===== src/rtl/reg_bank_pkg.sv =====
// reg_bank_pkg: shared sizes and helpers for the reg_bank4 register bank.
//   NUM_REGS  number of registers in the bank
//   SEL_W     width of the one-hot write select
//   ADDR_W    width of the binary read addresses
//   CNT_W     width of the committed-write counter
//   is_onehot true when exactly one select bit is set
package reg_bank_pkg;

   localparam int NUM_REGS = 4;
   localparam int SEL_W    = 4;
   localparam int ADDR_W   = 2;
   localparam int CNT_W    = 8;

   function automatic logic is_onehot(input logic [3:0] v);
      // Clearing the lowest set bit leaves zero only for a single set bit.
      return (v != '0) && ((v & (v - 4'd1)) == '0);
   endfunction

endpackage


===== src/rtl/reg_bank4_onehot_check.sv =====
// onehot_check: combinational decode of the one-hot write select.
//   wr_sel  in   SEL_W   one-hot write select
//   legal   out  1       wr_sel has exactly one bit set
//   idx     out  ADDR_W  binary index of the set bit (meaningful only when legal)
module onehot_check
   import reg_bank_pkg::*;
(
   input  logic [SEL_W-1:0]  wr_sel,
   output logic              legal,
   output logic [ADDR_W-1:0] idx
);

   always_comb begin
      legal = is_onehot(wr_sel);
      idx   = '0;
      for (int unsigned i = 0; i < SEL_W; i++) begin
         if (wr_sel[i]) idx = ADDR_W'(i);
      end
   end

endmodule


===== src/rtl/reg_bank4.sv =====
// reg_bank4: 4-entry register bank with one-hot write select and two
// registered binary-addressed read ports.
//   clk, rst_n            clock, asynchronous active-low reset
//   wr_en/wr_sel/wr_data  write request, one-hot target, data
//   rd_en                 read request for both ports
//   rd_addr_a/rd_addr_b   binary read addresses
//   rd_data_a/rd_data_b   registered read data (1-cycle latency)
//   rd_valid              high the cycle after an accepted read
//   sel_err/err_clr       sticky illegal-select flag and its synchronous clear
//   wr_count              committed write count, wraps modulo 256
// Build option: REG_BANK_BYPASS_EN selects write-first behaviour when a read
// and a legal write hit the same register in one cycle; otherwise read-first.
module reg_bank4
   import reg_bank_pkg::*;
#(
   parameter int               WIDTH     = 8,
   parameter logic [WIDTH-1:0] RESET_VAL = '0
) (
   input  logic              clk,
   input  logic              rst_n,
   input  logic              wr_en,
   input  logic [SEL_W-1:0]  wr_sel,
   input  logic [WIDTH-1:0]  wr_data,
   input  logic              rd_en,
   input  logic [ADDR_W-1:0] rd_addr_a,
   input  logic [ADDR_W-1:0] rd_addr_b,
   output logic [WIDTH-1:0]  rd_data_a,
   output logic [WIDTH-1:0]  rd_data_b,
   output logic              rd_valid,
   output logic              sel_err,
   input  logic              err_clr,
   output logic [CNT_W-1:0]  wr_count
);

   logic [WIDTH-1:0]  regs [NUM_REGS];
   logic              sel_legal;
   logic [ADDR_W-1:0] wr_idx;
   logic              wr_commit;
   logic [WIDTH-1:0]  rd_next_a;
   logic [WIDTH-1:0]  rd_next_b;

   onehot_check u_onehot_check (
      .wr_sel (wr_sel),
      .legal  (sel_legal),
      .idx    (wr_idx)
   );

   assign wr_commit = wr_en && sel_legal;

   always_comb begin
      rd_next_a = regs[rd_addr_a];
      rd_next_b = regs[rd_addr_b];
`ifdef REG_BANK_BYPASS_EN
      // Write-first: forward data of a committed write to a port reading it.
      if (wr_commit && (wr_idx == rd_addr_a)) rd_next_a = wr_data;
      if (wr_commit && (wr_idx == rd_addr_b)) rd_next_b = wr_data;
`endif
   end

   always_ff @(posedge clk or negedge rst_n) begin
      if (!rst_n) begin
         for (int unsigned i = 0; i < NUM_REGS; i++) regs[i] <= RESET_VAL;
         wr_count <= '0;
      end else if (wr_commit) begin
         regs[wr_idx] <= wr_data;
         wr_count     <= wr_count + 1'b1;
      end
   end

   always_ff @(posedge clk or negedge rst_n) begin
      if (!rst_n) begin
         rd_data_a <= '0;
         rd_data_b <= '0;
         rd_valid  <= 1'b0;
      end else begin
         rd_valid <= rd_en;
         if (rd_en) begin
            rd_data_a <= rd_next_a;
            rd_data_b <= rd_next_b;
         end
      end
   end

   // Set has priority over clear.
   always_ff @(posedge clk or negedge rst_n) begin
      if (!rst_n)                 sel_err <= 1'b0;
      else if (wr_en && !sel_legal) sel_err <= 1'b1;
      else if (err_clr)           sel_err <= 1'b0;
   end

endmodule


===== config.mk =====
export PLATFORM = sky130hd
export DESIGN_NAME = reg_bank4
export DESIGN_NICKNAME = d
export VERILOG_FILES = /design/src/rtl/reg_bank_pkg.sv /design/src/rtl/reg_bank4_onehot_check.sv /design/src/rtl/reg_bank4.sv
export SDC_FILE = /design/constraint.sdc
export NUM_CORES = 1
export LEC_CHECK = 0
export CORE_UTILIZATION = 56
export CTS_CLUSTER_DIAMETER = 60
export CTS_CLUSTER_SIZE = 24
export DETAILED_ROUTE_END_ITERATION = 16
export GPL_ROUTABILITY_DRIVEN = 0
export PLACE_DENSITY_LB_ADDON = 0.2
export SETUP_SLACK_MARGIN = 0.1
export SLEW_MARGIN = 20
export SYNTH_ARGS = -nofsm -noshare
export SYNTH_HDL_FRONTEND = slang
export SYNTH_SLANG_ARGS = --single-unit

===== constraint.sdc =====
create_clock -name clk -period 1.9 [get_ports clk]
set_input_delay 0.285 -clock clk [delete_from_list [all_inputs] [get_ports clk]]
set_output_delay 0.285 -clock clk [all_outputs]
set_load 0.05 [all_outputs]

==> Word level (Yosys, flattened, before mapping) <==
Index checks and enable logic that the tools add are counted.
{ "totals": {"reg_bits": 58, "output_inout_bits": 26, "elab_cells": 41, "input_bits": 21} }
{ "classes": {"order_cmp": 4, "n_reduce_logical": 8, "n_mux": 14, "n_bitwise": 4, "n_addsub": 2} }
{ "op_table": {"columns": ["op", "n"], "rows": [
  ["8-bit two-way mux", 5],
  ["8-bit binary-select mux with 2-bit select", 2],
  ["32-bit bitwise mux", 1],
  ["8-bit demux with 2-bit select", 1],
  ["3-bit greater-or-equal comparator (second input constant)", 3],
  ["2-bit NOT with 3-bit output", 3],
  ["8-bit by 1-bit adder with 8-bit output (second input constant)", 1],
  ["4-bit AND", 1],
  ["1-bit logical AND", 4],
  ["4-bit zero test", 1],
  ["2-bit two-way mux", 2],
  ["4-bit nonzero test", 1],
  ["4-bit by 1-bit subtractor with 4-bit output (second input constant)", 1],
  ["3-bit by 1-bit less-than comparator with 1-bit output (second input constant)", 1],
  ["1-bit two-way mux", 3],
  ["2-bit nonzero test", 1],
  ["1-bit zero test", 1]
]} }

==> Depth between registers and ports, before layout <==
{ "logic_depth": {"ltp_word": 9, "ltp_mapped": 4, "mapped_depth_nobuf": 4} }

==> Modules after synthesis <==
Synthesis repeated with hierarchy kept, for this count alone.
{ "hier_totals": {"cells_unflattened": 164, "area_unflattened_um2": 2678.8} }
{ "modules_own_cells": {"columns": ["mod", "area_per_inst_um2", "seq_area_each_um2", "instances", "cells_per_inst"], "rows": [
  ["reg_bank4", 2623.8, 1451.4, 1, 157],
  ["onehot_check", 55.1, 0.0, 1, 7]
]} }

==> Worst setup path before layout <==
Ideal clock, no wire load.
{ "synth_path": {"path_type": "input to register", "from": "input wr_sel[2]", "to": "register wr_count[1]", "required_ns": 1.772, "setup_time_ns": 0.128, "path_buffers": 0, "arrival_ns": 1.368, "setup_slack_ns": 0.405, "path_stages": 4, "cell_sequence": "nor4b_2 > a211oi_2 > nand2b_1 > mux2_1"} }
{ "synth_between": {"elab_chain_cells": 5, "word_cells_on_any_way": 6, "classes_between": "add/sub: 1; bitwise: 1; reduce/logical: 4"} }
{ "synth_rtl": {"columns": ["item", "line", "rtl"], "rows": [
  ["start: declaration", "reg_bank4.sv:22", "input logic [SEL_W-1:0] wr_sel,"],
  ["4-bit by 1-bit subtractor with 4-bit output", "reg_bank_pkg.sv:16", "return (v != '0) && ((v & (v - 4'd1)) == '0);"],
  ["4-bit AND", "reg_bank_pkg.sv:16", null],
  ["4-bit zero test", "reg_bank_pkg.sv:16", null],
  ["1-bit logical AND (*)", "reg_bank_pkg.sv:16", null],
  ["1-bit logical AND (*)", "reg_bank4.sv:48", "assign wr_commit = wr_en && sel_legal;"],
  ["end signal: assignment", "reg_bank4.sv:66", "wr_count <= wr_count + 1'b1;"],
  ["end: declaration", "reg_bank4.sv:32", "output logic [CNT_W-1:0] wr_count"]
]} }
Mark *: on every way between the ends. The rest lies on a longest branch, timed or not.
A chain may end at the register's enable or synchronous reset.

==> Worst setup path in the final report <==
{ "layout_path": {"from": "register rd_data_b[1]", "to": "output rd_data_b[1]"} }
{ "layout_rtl": {"columns": ["item", "line", "rtl"], "rows": [
  ["start: declaration", "reg_bank4.sv:28", "output logic [WIDTH-1:0] rd_data_b,"],
  ["start signal: assignment", "reg_bank4.sv:79", "rd_data_b <= rd_next_b;"]
]} }
No word-level cell between the ends.

==> flow_results.org <==
** Outcome
- The flow ran to the end, and the final reports show no timing, DRC or antenna violations.

** Detailed routing
- Remaining antenna violation count :: 0
- Number of DRC markers in iteration 0 :: around 100
- Detailed-router iteration count before antenna repair :: 6
- After detailed routing, the number of vias per cell comes to 5.88.
- Total length of routed wires :: around 5.5 mm
- The routed layout has 1718 vias.
- Dividing the detail-routed wire length by the instance count gives 18.8 um.
- After detailed routing, the number of remaining DRC violations is 0.

** Setup path
- Beginning of the critical path :: rd_data_b[1]
- Max incr delay on CP :: ~800 ps
- Walking the worst path, the cells encountered are clkdlybuf4s50_1.
- The worst register-to-register path begins at regs[5].
- Max Fanout on Critical Path :: 2
- Crit end category :: primary output
- The worst register-to-register path has a setup slack of approximately 600 ps.
- Crit Reg-Reg Endpoint :: rd_data_a[5]
- The critical path in this run is classified as flop to primary output.
- Crit path buffers/inverters :: 1
- On the critical path, the stage with the largest delay is an instance of sky130_fd_sc_hd__clkdlybuf4s50_1.
- Worst Reg2Reg Path Length in Cells :: 2
- Data on the critical path is required at its endpoint by roughly 1600 ps.
- Worst path depth :: 1
- In this run the worst setup path terminates at rd_data_b[1].
- At the worst endpoint, the arrival time is 1480 ps.
- STA classifies the critical path startpoint as a flop.
- Kind of cell adding the most delay to the critical path :: buffers and inverters

** Synthesis
- Cell taking the most area after synthesis :: sky130_fd_sc_hd__dfrtp_1
- Number of distinct library cell variants in the gate-level netlist after synthesis :: 23
- Summing the sequential cell areas from Yosys gives 54.8% of the chip area.
- Mapped cell area :: 2650 um2
- Portion of synthesized cell area occupied by the leading cell type :: a little over half
- Each instance of the synthesized netlist takes up on average 16.0 um2.
- Total of flip-flops plus latches after synthesis :: 58
- By area the synthesized netlist is led by sky130_fd_sc_hd__dfrtp_1 55%, sky130_fd_sc_hd__mux2_2 20%, sky130_fd_sc_hd__mux4_2 14%, sky130_fd_sc_hd__xor2_1 2.3%, sky130_fd_sc_hd__nand2_1 1.1%.
- Yosys printed 0 warnings.
- When the netlist entered floorplanning its net count stood at 188.
- Post-synthesis cell count :: approximately 170

** Layout
- Area Overhead vs Synth :: 32.4%
- The finished cells cover 3510 um2.
- Multi-input gate area in the final layout :: 1160 um2
- Proportion of layout cells with a drive suffix above 1 :: between 40% and 50%
- The repair_antennas step left the layout with diodes totalling 0.
- In the final layout, flip-flops and latches occupy between 1000 and 1500 um2.
- Fill cell count :: 267
- Net count, final :: approximately 260

** Clock tree
- Resized cells post-CTS :: 13
- Depth of the CTS H-tree :: 3
- TritonCTS built the clock tree.
- The cell sitting at the root of the clock tree is a sky130_fd_sc_hd__clkbuf_8.
- Total CTS buffers :: 9
- After clock tree synthesis, the clock-pin slew on the worst setup and hold paths is 70 ps.
- Post-cts hold buffer count :: 0
- Setup repair bufs after CTS :: 0
- The clock passes through at most 2 buffers.
- Counting every sink on the clock net gives between 50 and 60.
- Worst skew pair latency :: between 300 and 400 ps

** Timing
- Between clock sinks in the finished design, the worst skew comes to 6.00 ps.
- Number of failing setup endpoints in the final timing report :: 0
- The number of max-slew violations in the final report came to 0.
- Peak clock frequency supported by timing :: 0.566 GHz
- Final Hold Fails :: 0
- At the pin with the least slew margin, the transition time is 726 ps.
- Final critical-path share of the clock period :: 92.9%
- The worst path needs 1770 ps of the cycle, external delays included.
- The worst pin sits at a relative slew slack of 51.6%.
- Setup repair after global routing left no endpoint under its margin.

** Pwr
- Cell area power density :: about 1300 nW/um2
- Internal power :: 2.98 mW
- Peak supply drop :: 899 uV
- Switching portion of total power :: a little over a third
- Relative contribution of combinational cells to total power :: around a third
- Switch Pwr :: about 1.6 mW
- The share of total power dissipated in sequential elements is 39.2%.
- Relative contribution of the clock network to total power :: 27.3%
- Leakage power :: 1.60 nW
- The design draws between 4 and 5 mW.

** Floorplanning
- Total I/O pin count :: 47
- Die extent in x :: between 70 and 80 um
- Number of standard-cell rows in the floorplan :: 24
- Initial core utilization :: 59.6%
- Total die area :: 5010 um2
- Core area :: 4440 um2
- Die height :: around 70 um

** GRT
- Initial antenna violation count :: 0
- Vias in the first global route :: 1919
- Entering global routing, the biggest net connects 59 pins.
- Global routing used 25.4% of the available tracks across all layers.
- After global routing the overflow that remains totals 0.
- The first global-routing pass estimated 9.14 mm of wire.

** Job
- The tool flagged a number of max-cap violations equal to 0.

** Placement
- Cell area after placement :: roughly 3300 um2
- During placement, the flow inserted port buffers numbering 46.
- Detailed placement ended at an HPWL of 3.78 mm.

** Hold path
- The worst hold path belongs to the class primary input to asynchronous set/reset pin.
## kinds of logic (layout without fill, tap and decap cells)
family,Yosys count,after routing,synth area share (%)
DFF,58,58,54.8
adders and majority gates,1,1,0.472
AOI/OAI and AO/OA,2,2,0.661
buffers and inverters,8,82,1.27
xor gates and xnor gates,8,8,2.65
and+or+nand+nor,24,24,5.72
muxes,65,65,34.4
## cells in the mapped netlist
master and number:
sky130_fd_sc_hd__a211oi_2 1, sky130_fd_sc_hd__buf_1 1, sky130_fd_sc_hd__buf_2 3, sky130_fd_sc_hd__clkbuf_1 3, sky130_fd_sc_hd__dfrtp_1 58, sky130_fd_sc_hd__ha_1 1
sky130_fd_sc_hd__inv_1 1, sky130_fd_sc_hd__mux2_1 1, sky130_fd_sc_hd__mux2_2 48, sky130_fd_sc_hd__mux4_2 16, sky130_fd_sc_hd__nand2_1 8, sky130_fd_sc_hd__nand2b_1 1
sky130_fd_sc_hd__nand3_1 2, sky130_fd_sc_hd__nand3b_1 2, sky130_fd_sc_hd__nor2_1 2, sky130_fd_sc_hd__nor3_1 2, sky130_fd_sc_hd__nor3b_1 2, sky130_fd_sc_hd__nor4_2 2
sky130_fd_sc_hd__nor4b_1 2, sky130_fd_sc_hd__nor4b_2 1, sky130_fd_sc_hd__o21ai_0 1, sky130_fd_sc_hd__xnor2_1 1, sky130_fd_sc_hd__xor2_1 7
## routing by layer
metal	global-route usage, %	part of all wire (%)	wire length [um]
met1	27.7	40	2180
met5	0	0	0
met3	5.41	4.2	230
met4	17.3	3.4	188
met2	44.7	53	2880
## power by group through the flow
stage / Clock (mW) / Combinational (mW) / Sequential, mW
after detailed placement: 0 / 1.60 / 1.81
final: 1.25 / 1.53 / 1.79
after global routing: 1.31 / 1.60 / 1.83
after CTS: 1.27 / 1.55 / 1.79
after global placement: 0 / 1.55 / 1.77
after floorplan: 0 / 0.501 / 2.33
## worst min-delay path by stage
stage                    to   from  cells past startpoint  slack, ps
2_1_floorplan  rd_data_a[0]  rst_n                      0        -10
3_3_place_gp   rd_data_b[1]  rst_n                      2        440
3_5_place_dp   rd_data_b[1]  rst_n                      2        470
4_1_cts        rd_data_b[1]  rst_n                      2        100
5_1_grt        rd_data_a[0]  rst_n                      2        160
6_report       rd_data_a[1]  rst_n                      2         80
## sequential cells by signal, indices dropped and copies added (netlist names)
name       count
rd_data_b      8
sel_err        1
rd_data_a      8
regs          32
wr_count       8
rd_valid       1
## area by class of cell
class	count	area share, %
Clock buffer	11	4.03
Clock inverter	5	2.21
Inverter	1	0.107
Multi-Input combinational cell	100	33.2
Sequential cell	58	41.4
Tap cell	52	1.86
Timing Repair Buffer	65	17.2
## per-stage QoR
step	instances	worst slack, ps	hold slack [ps]	util [%]	TNS (ps)
floorplan	166	405	-10.6	-	0
global placement	276	-69.6	444	74.1	-69.6
detailed placement	276	-144	470	74.1	-863
CTS	292	104	105	78.7	0
global route	292	102	161	78.9	0
finish	292	135	77.2	78.9	0
## cell usage in the layout, fill, tap and decap left out, types with 2 or more instances in the layout
master	instances
sky130_fd_sc_hd__nand3_1	2
sky130_fd_sc_hd__mux4_2	16
sky130_fd_sc_hd__clkinv_2	2
sky130_fd_sc_hd__nor4_2	2
sky130_fd_sc_hd__nor3_1	2
sky130_fd_sc_hd__dfrtp_1	58
sky130_fd_sc_hd__dlymetal6s2s_1	4
sky130_fd_sc_hd__nand2_1	8
sky130_fd_sc_hd__nor3b_1	2
sky130_fd_sc_hd__buf_4	18
sky130_fd_sc_hd__mux2_2	48
sky130_fd_sc_hd__dlygate4sd2_1	13
sky130_fd_sc_hd__clkbuf_8	10
sky130_fd_sc_hd__nor4b_1	2
sky130_fd_sc_hd__clkdlybuf4s50_1	28
sky130_fd_sc_hd__xor2_1	7
sky130_fd_sc_hd__nand3b_1	2
sky130_fd_sc_hd__nor2_1	2
sky130_fd_sc_hd__bufinv_16	2
Note: power is estimated with default switching activity, not from simulation.
